**src/rtl/cnt60.sv**
```systemverilog
// cnt60: modulo-60 counter held as two BCD digits plus a parallel binary
// register. The carry output feeds the next cascaded stage; only the time-base
// enable ripples out, so a manual adjust never disturbs the next stage.
module cnt60 (
  input  logic       clk,
  input  logic       rst,
  input  logic       cnt_en,
  input  logic       cnt_inc,
  output logic [2:0] cnt_hi,
  output logic [3:0] cnt_lo,
  output logic [5:0] cnt_bin,
  output logic       co
);

  logic [2:0] r_hi;
  logic [3:0] r_lo;
  logic [5:0] r_bin;

  logic       w_adv;
  logic       w_lo_max;
  logic       w_at59;

  assign w_adv    = cnt_en | cnt_inc;
  assign w_lo_max = (r_lo == 4'd9);
  assign w_at59   = w_lo_max && (r_hi == 3'd5);

  // Advance BCD digits and binary view together so they never disagree.
  always_ff @(posedge clk) begin
    if (rst) begin
      r_hi  <= 3'd0;
      r_lo  <= 4'd0;
      r_bin <= 6'd0;
    end else if (w_adv) begin
      if (w_at59) begin
        r_hi  <= 3'd0;
        r_lo  <= 4'd0;
        r_bin <= 6'd0;
      end else begin
        if (w_lo_max) begin
          r_lo <= 4'd0;
          r_hi <= r_hi + 3'd1;
        end else begin
          r_lo <= r_lo + 4'd1;
        end
        r_bin <= r_bin + 6'd1;
      end
    end
  end

  assign cnt_hi  = r_hi;
  assign cnt_lo  = r_lo;
  assign cnt_bin = r_bin;
  // Carry is held low during reset so the next stage never sees a spurious tick.
  assign co      = cnt_en & ~rst & w_at59;

endmodule

```
**config.mk**
```make
export PLATFORM = sky130hd
export DESIGN_NAME = cnt60
export DESIGN_NICKNAME = d
export VERILOG_FILES = /design/src/rtl/cnt60.sv
export SDC_FILE = /design/constraint.sdc
export NUM_CORES = 1
export LEC_CHECK = 0
export BUFFER_PORTS_ARGS = -buffer_cell sky130_fd_sc_hd__clkbuf_2
export CAP_MARGIN = 20
export CORE_AREA = 2 2 39 41
export CTS_CLUSTER_DIAMETER = 30
export DETAILED_ROUTE_END_ITERATION = 8
export DIE_AREA = 0 0 41 43
export PLACE_DENSITY = 0.78
export REMOVE_ABC_BUFFERS = 1
export SKIP_CTS_REPAIR_TIMING = 1
export SLEW_MARGIN = 0
export SYNTH_ARGS = -nofsm -noshare
export SYNTH_HDL_FRONTEND = slang
export SYNTH_SLANG_ARGS = --single-unit
```
**constraint.sdc**
```tcl
create_clock -name clk -period 2.7 [get_ports clk]
set_input_delay 0.135 -clock clk [delete_from_list [all_inputs] [get_ports clk]]
set_output_delay 0.135 -clock clk [all_outputs]
set_load 0.1 [all_outputs]
```
Word level (Yosys, flattened, before mapping)
Index checks and enable logic that the tools add are counted.

Register bits: 13. Latch bits: 0. Memory bits (writable): 0. Bits in read-only memories: 0. Input port bits: 4. Output and inout bits: 14. Logic and storage cells: 20. Memories: 0.

Add/subtract/negate cells: 3. Multipliers: 0. Divide/modulo/power cells: 0. Order comparisons: 0. Equality and inequality tests: 2. Shift-type cells: 0. Multiplexer cells: 5. Bitwise operators: 4. Reductions and logical operators: 3.

Operator list (count): 4-bit 2-to-1 mux (2); 6-bit by 1-bit adder with 6-bit output, second input constant (1); 3-bit 2-to-1 mux (2); 6-bit 2-to-1 mux (1); 4-bit by 1-bit adder with 4-bit output, second input constant (1); 4-bit == test, second input constant (1); 3-bit by 1-bit adder with 3-bit output, second input constant (1); 3-bit == test, second input constant (1); 1-bit AND (2); 2-bit AND reduction (1); 2-bit nonzero test (1); 1-bit logical AND (1); 1-bit NOT (1); 1-bit bitwise OR (1).

Depth between registers and ports, before layout
Word-level depth: 4. Depth in mapped cells: 5. Gate-level depth less buffers: 5.

Least setup slack after synthesis
Ideal clock, no wire load.

Kind: reg2out. Start: register r_lo[0] (netlist: cnt_lo[0]). End: output co. Arrival: 4.373 ns. Data required time: 2.565 ns. Setup slack: -1.808 ns. Stages on the path, launching flop included: 4. Buffers on the path: 0. Cell sequence: dfxtp_1 -> ha_1 -> nand3b_1 -> nor4_1.

Word-level cells in the longest chain between the ends: 3.

Ends and longest elaborated chain: start, declared (RTL line 16) `logic [3:0] r_lo;`; start signal, assigned (RTL line 43) `r_lo <= r_lo + 4'd1;`; 4-bit == test (RTL line 24) `assign w_lo_max = (r_lo == 4'd9);`; 1-bit logical AND (RTL line 25) `assign w_at59 = w_lo_max && (r_hi == 3'd5);`; 1-bit AND (RTL line 54) `assign co = cnt_en & ~rst & w_at59;`; end, declared (RTL line 12) `output logic co`.

Every way passes these cells.

Final worst setup path
Same ends and word-level chain as after synthesis.

==> results.ini <==
[synthesis]
synth_top_area_share_pct=39.5
synth_sequential_area_ratio_pct=39.5
post_synth_mux_area_share_pct=0
synth_xor_area_share_pct=6.64
post_synth_and_or_nand_nor_area_fraction_pct=20.7
post-synth-top-area-cell=dfxtp_1
synth_top_family_by_area=compound AO/OA/AOI/OAI gates
synth.ff_latch_count=13
syn_inst=74
synthesis.area_per_instance_sq_um=8.91
synth-adder-area-share_pct=9.49
mappedNetlistArea_sq_um=659
synthDistinctLibCells=27
synth_compound_area_share_pct=20.7
ys_top_cells_by_area=dfxtp_1 39%, ha_1 9.5%, o21ai_0 5.3%, xor2_1 5.3%, a21oi_1 3.8%
synth_warnings=0

[setup_path]
critPathMaxStageDelay_ps=500
critical-path-top-delay-family=buffers and inverters
worst_path_max_delay_cell=clkbuf_2
timing.critical_path.cells=ha_1 > nand3b_1 > nor4_1 > clkbuf_2
crit_required_ps=2570
cp-end-kind=output port
critical_path_peak_fanout=6
worstReg2RegStart=cnt_lo[1]$_SDFFE_PP0P_
worstSetupPathType=register to output port
critical_path.startpoint_type=register
cp_data_arrival_time_ps=1810
startpoint=cnt_lo[0]$_SDFFE_PP0P_
critical_path_buf_inv_count=1

[layout]
register_area_sq_um=260
mostFrequentLayoutCells=17 x clkbuf_2, 13 x dfxtp_1, 7 x o21ai_0
post-route-cell-area_sq_um=782
multiInputGateArea_sq_um=379
number_of_diodes_added_for_antenna_fixing=0
finish.cell_count_without_fillers=109
final_common_cell=clkbuf_2
layout-area-overhead-vs-synth_pct=18.6
share_of_post_route_cells_with_drive_strength_above_1_pct=23.7
layout.filler_cells=133
nets=103

[routing]
drt-wirelength-per-cell_microns=12.2
post_route_drc_violation_count=0
detail-route-antenna-nets=0
detailedRoute.firstIterationViolations=3
via_count=617
vias_per_cell=5.66
postRouteWirelength_mm=1.33
drtPass1Iterations=4

[floorplanning]
fp-row-count=14
die-area_sq_um=1760
chipWidth_microns=41
floorplan.die.height_microns=43
coreArea_sq_um=1380
initial_utilization_pct=47.6
num_io_pins=18

[placement]
placement.io_buffers=17
dpl.hpwl_microns=997
place.detailed.instances=105
gp_congestion=0.724
place_worst_setup_slack_ps=1070
place_area_sq_um=756

[global_routing]
grt_antenna_before_repair=0
track_usage_pct=17.3
first_global_vias=477
first_pass_grt_wire_length_mm=2.04
gr-total-overflow=0
pin_count_of_the_biggest_net_entering_global_routing=12

[sta]
setup_viol=0
max_freq_ghz=0.515
tightestPinTransition_ps=545
timing.final.max_slew_violations=0
timing_hold_violations_final=0
rsz_0062_raised_after_global_routing=no
layout_worst_path_cycle_share_pct=71.9
timing.slew.headroom_pct=63.8
timing.setup.tns_ps=0
setup_slack_ps=758
final.setup_skew_ps=4.11
hold_slack_ps=186
final.min_clock_period_ps=1940

[hold_path]
hold_path.class=primary input to register
holdCritStartpoint=rst

[outcome]
run_status=finished clean

[clock_network]
tritoncts_clock_tree=done
worst_skew_pair.late_latency_ps=270
clock_sinks=13
cts.htree.levels=1
clk_path_buf_depth=2
cts_root_buf=clkbuf_4
total_clock_buffers_created_by_cts=3
clkTransAtPathRegs_ps=80

[job]
drv.max_cap_violation_count=0

[power]
leakage_power_total_uw=0.000322
powerDensity_nw_per_um2=555
maximum_vdd_drop_mv=0.385

## report_power, final
| part | internal (uW) | switching [uW] | leakage (uW) |
|---|---|---|---|
| clock | 57.2 | 62.4 | 0.0000150 |
| sequential | 200 | 11.1 | 0.000106 |
| combinational | 20.8 | 82.4 | 0.000201 |
| total | 278 | 156 | 0.000322 |
## cell usage after synthesis, drive strengths merged
| cell | n |
|---|---|
| o21ai | 7 |
| nand2 | 4 |
| o2111ai | 2 |
| nor4 | 1 |
| nor3 | 4 |
| a21oi | 5 |
| a311o | 1 |
| or3 | 1 |
| xor2 | 4 |
| nor2 | 7 |
| clkbuf | 1 |
| and3b | 1 |
| or4b | 1 |
| a41o | 1 |
| a31oi | 2 |
| nand3b | 1 |
| inv | 3 |
| dfxtp | 13 |
| o211ai | 2 |
| nand3 | 2 |
| a2111oi | 1 |
| buf | 1 |
| nand4b | 2 |
| ha | 5 |
| or2 | 1 |
| xnor2 | 1 |
## worst reg2reg max path: cells and delay by family, from the launching register on
kind / cells / cell delay (ps)
AOI/OAI and AO/OA: 1 / 400
DFF: 1 / 390
and+or+nand+nor: 2 / 310
adders and majority gates: 1 / 200
buffers and inverters: 1 / 60
## metal layers
metal | vias to the layer above | track usage (%) | share of wire, %
met5 | - | 0 | 0
li1 | 312 | - | -
met4 | 0 | 12.0 | 2.3
met3 | 4 | 3.14 | 4.8
met2 | 17 | 23.4 | 43
met1 | 284 | 23.8 | 49
## stage by stage
| step | power (uW) | utilization [%] |
|---|---|---|
| floorplan | 298 | - |
| global placement | 318 | 54.6 |
| detailed placement | 319 | 54.6 |
| CTS | 437 | 56.5 |
| global route | 453 | 56.5 |
| finish | 434 | 56.5 |
## registers in the layout (all words and copies together), names as in the netlist
| register | cells |
|---|---|
| cnt_bin | 6 |
| cnt_lo | 4 |
| cnt_hi | 3 |
## worst paths after layout
check	endpoint	slack, ps	cells after the start
max	co	760	4
min	cnt_lo[3]$_SDFFE_PP0P_	190	2
max reg2reg	cnt_lo[1]$_SDFFE_PP0P_	1220	5
min reg2reg	cnt_bin[5]$_SDFFE_PP0P_	500	2
## cell families (layout without fill, tap and decap cells)
group	after synthesis	after routing
compound gates	21	21
xor+xnor	5	5
fa+ha+maj	5	5
buf+inv	5	24
flops	13	13
simple gates	25	25
## cell type report
type	instances	share of cell area, %
clock buffers	4	3.36
inverters	3	1.44
multi-input cells	56	48.5
flip-flops and latches	13	33.3
well taps	16	2.56
repair buffers	17	10.9
No activity file was read; power rests on OpenSTA's default activity.
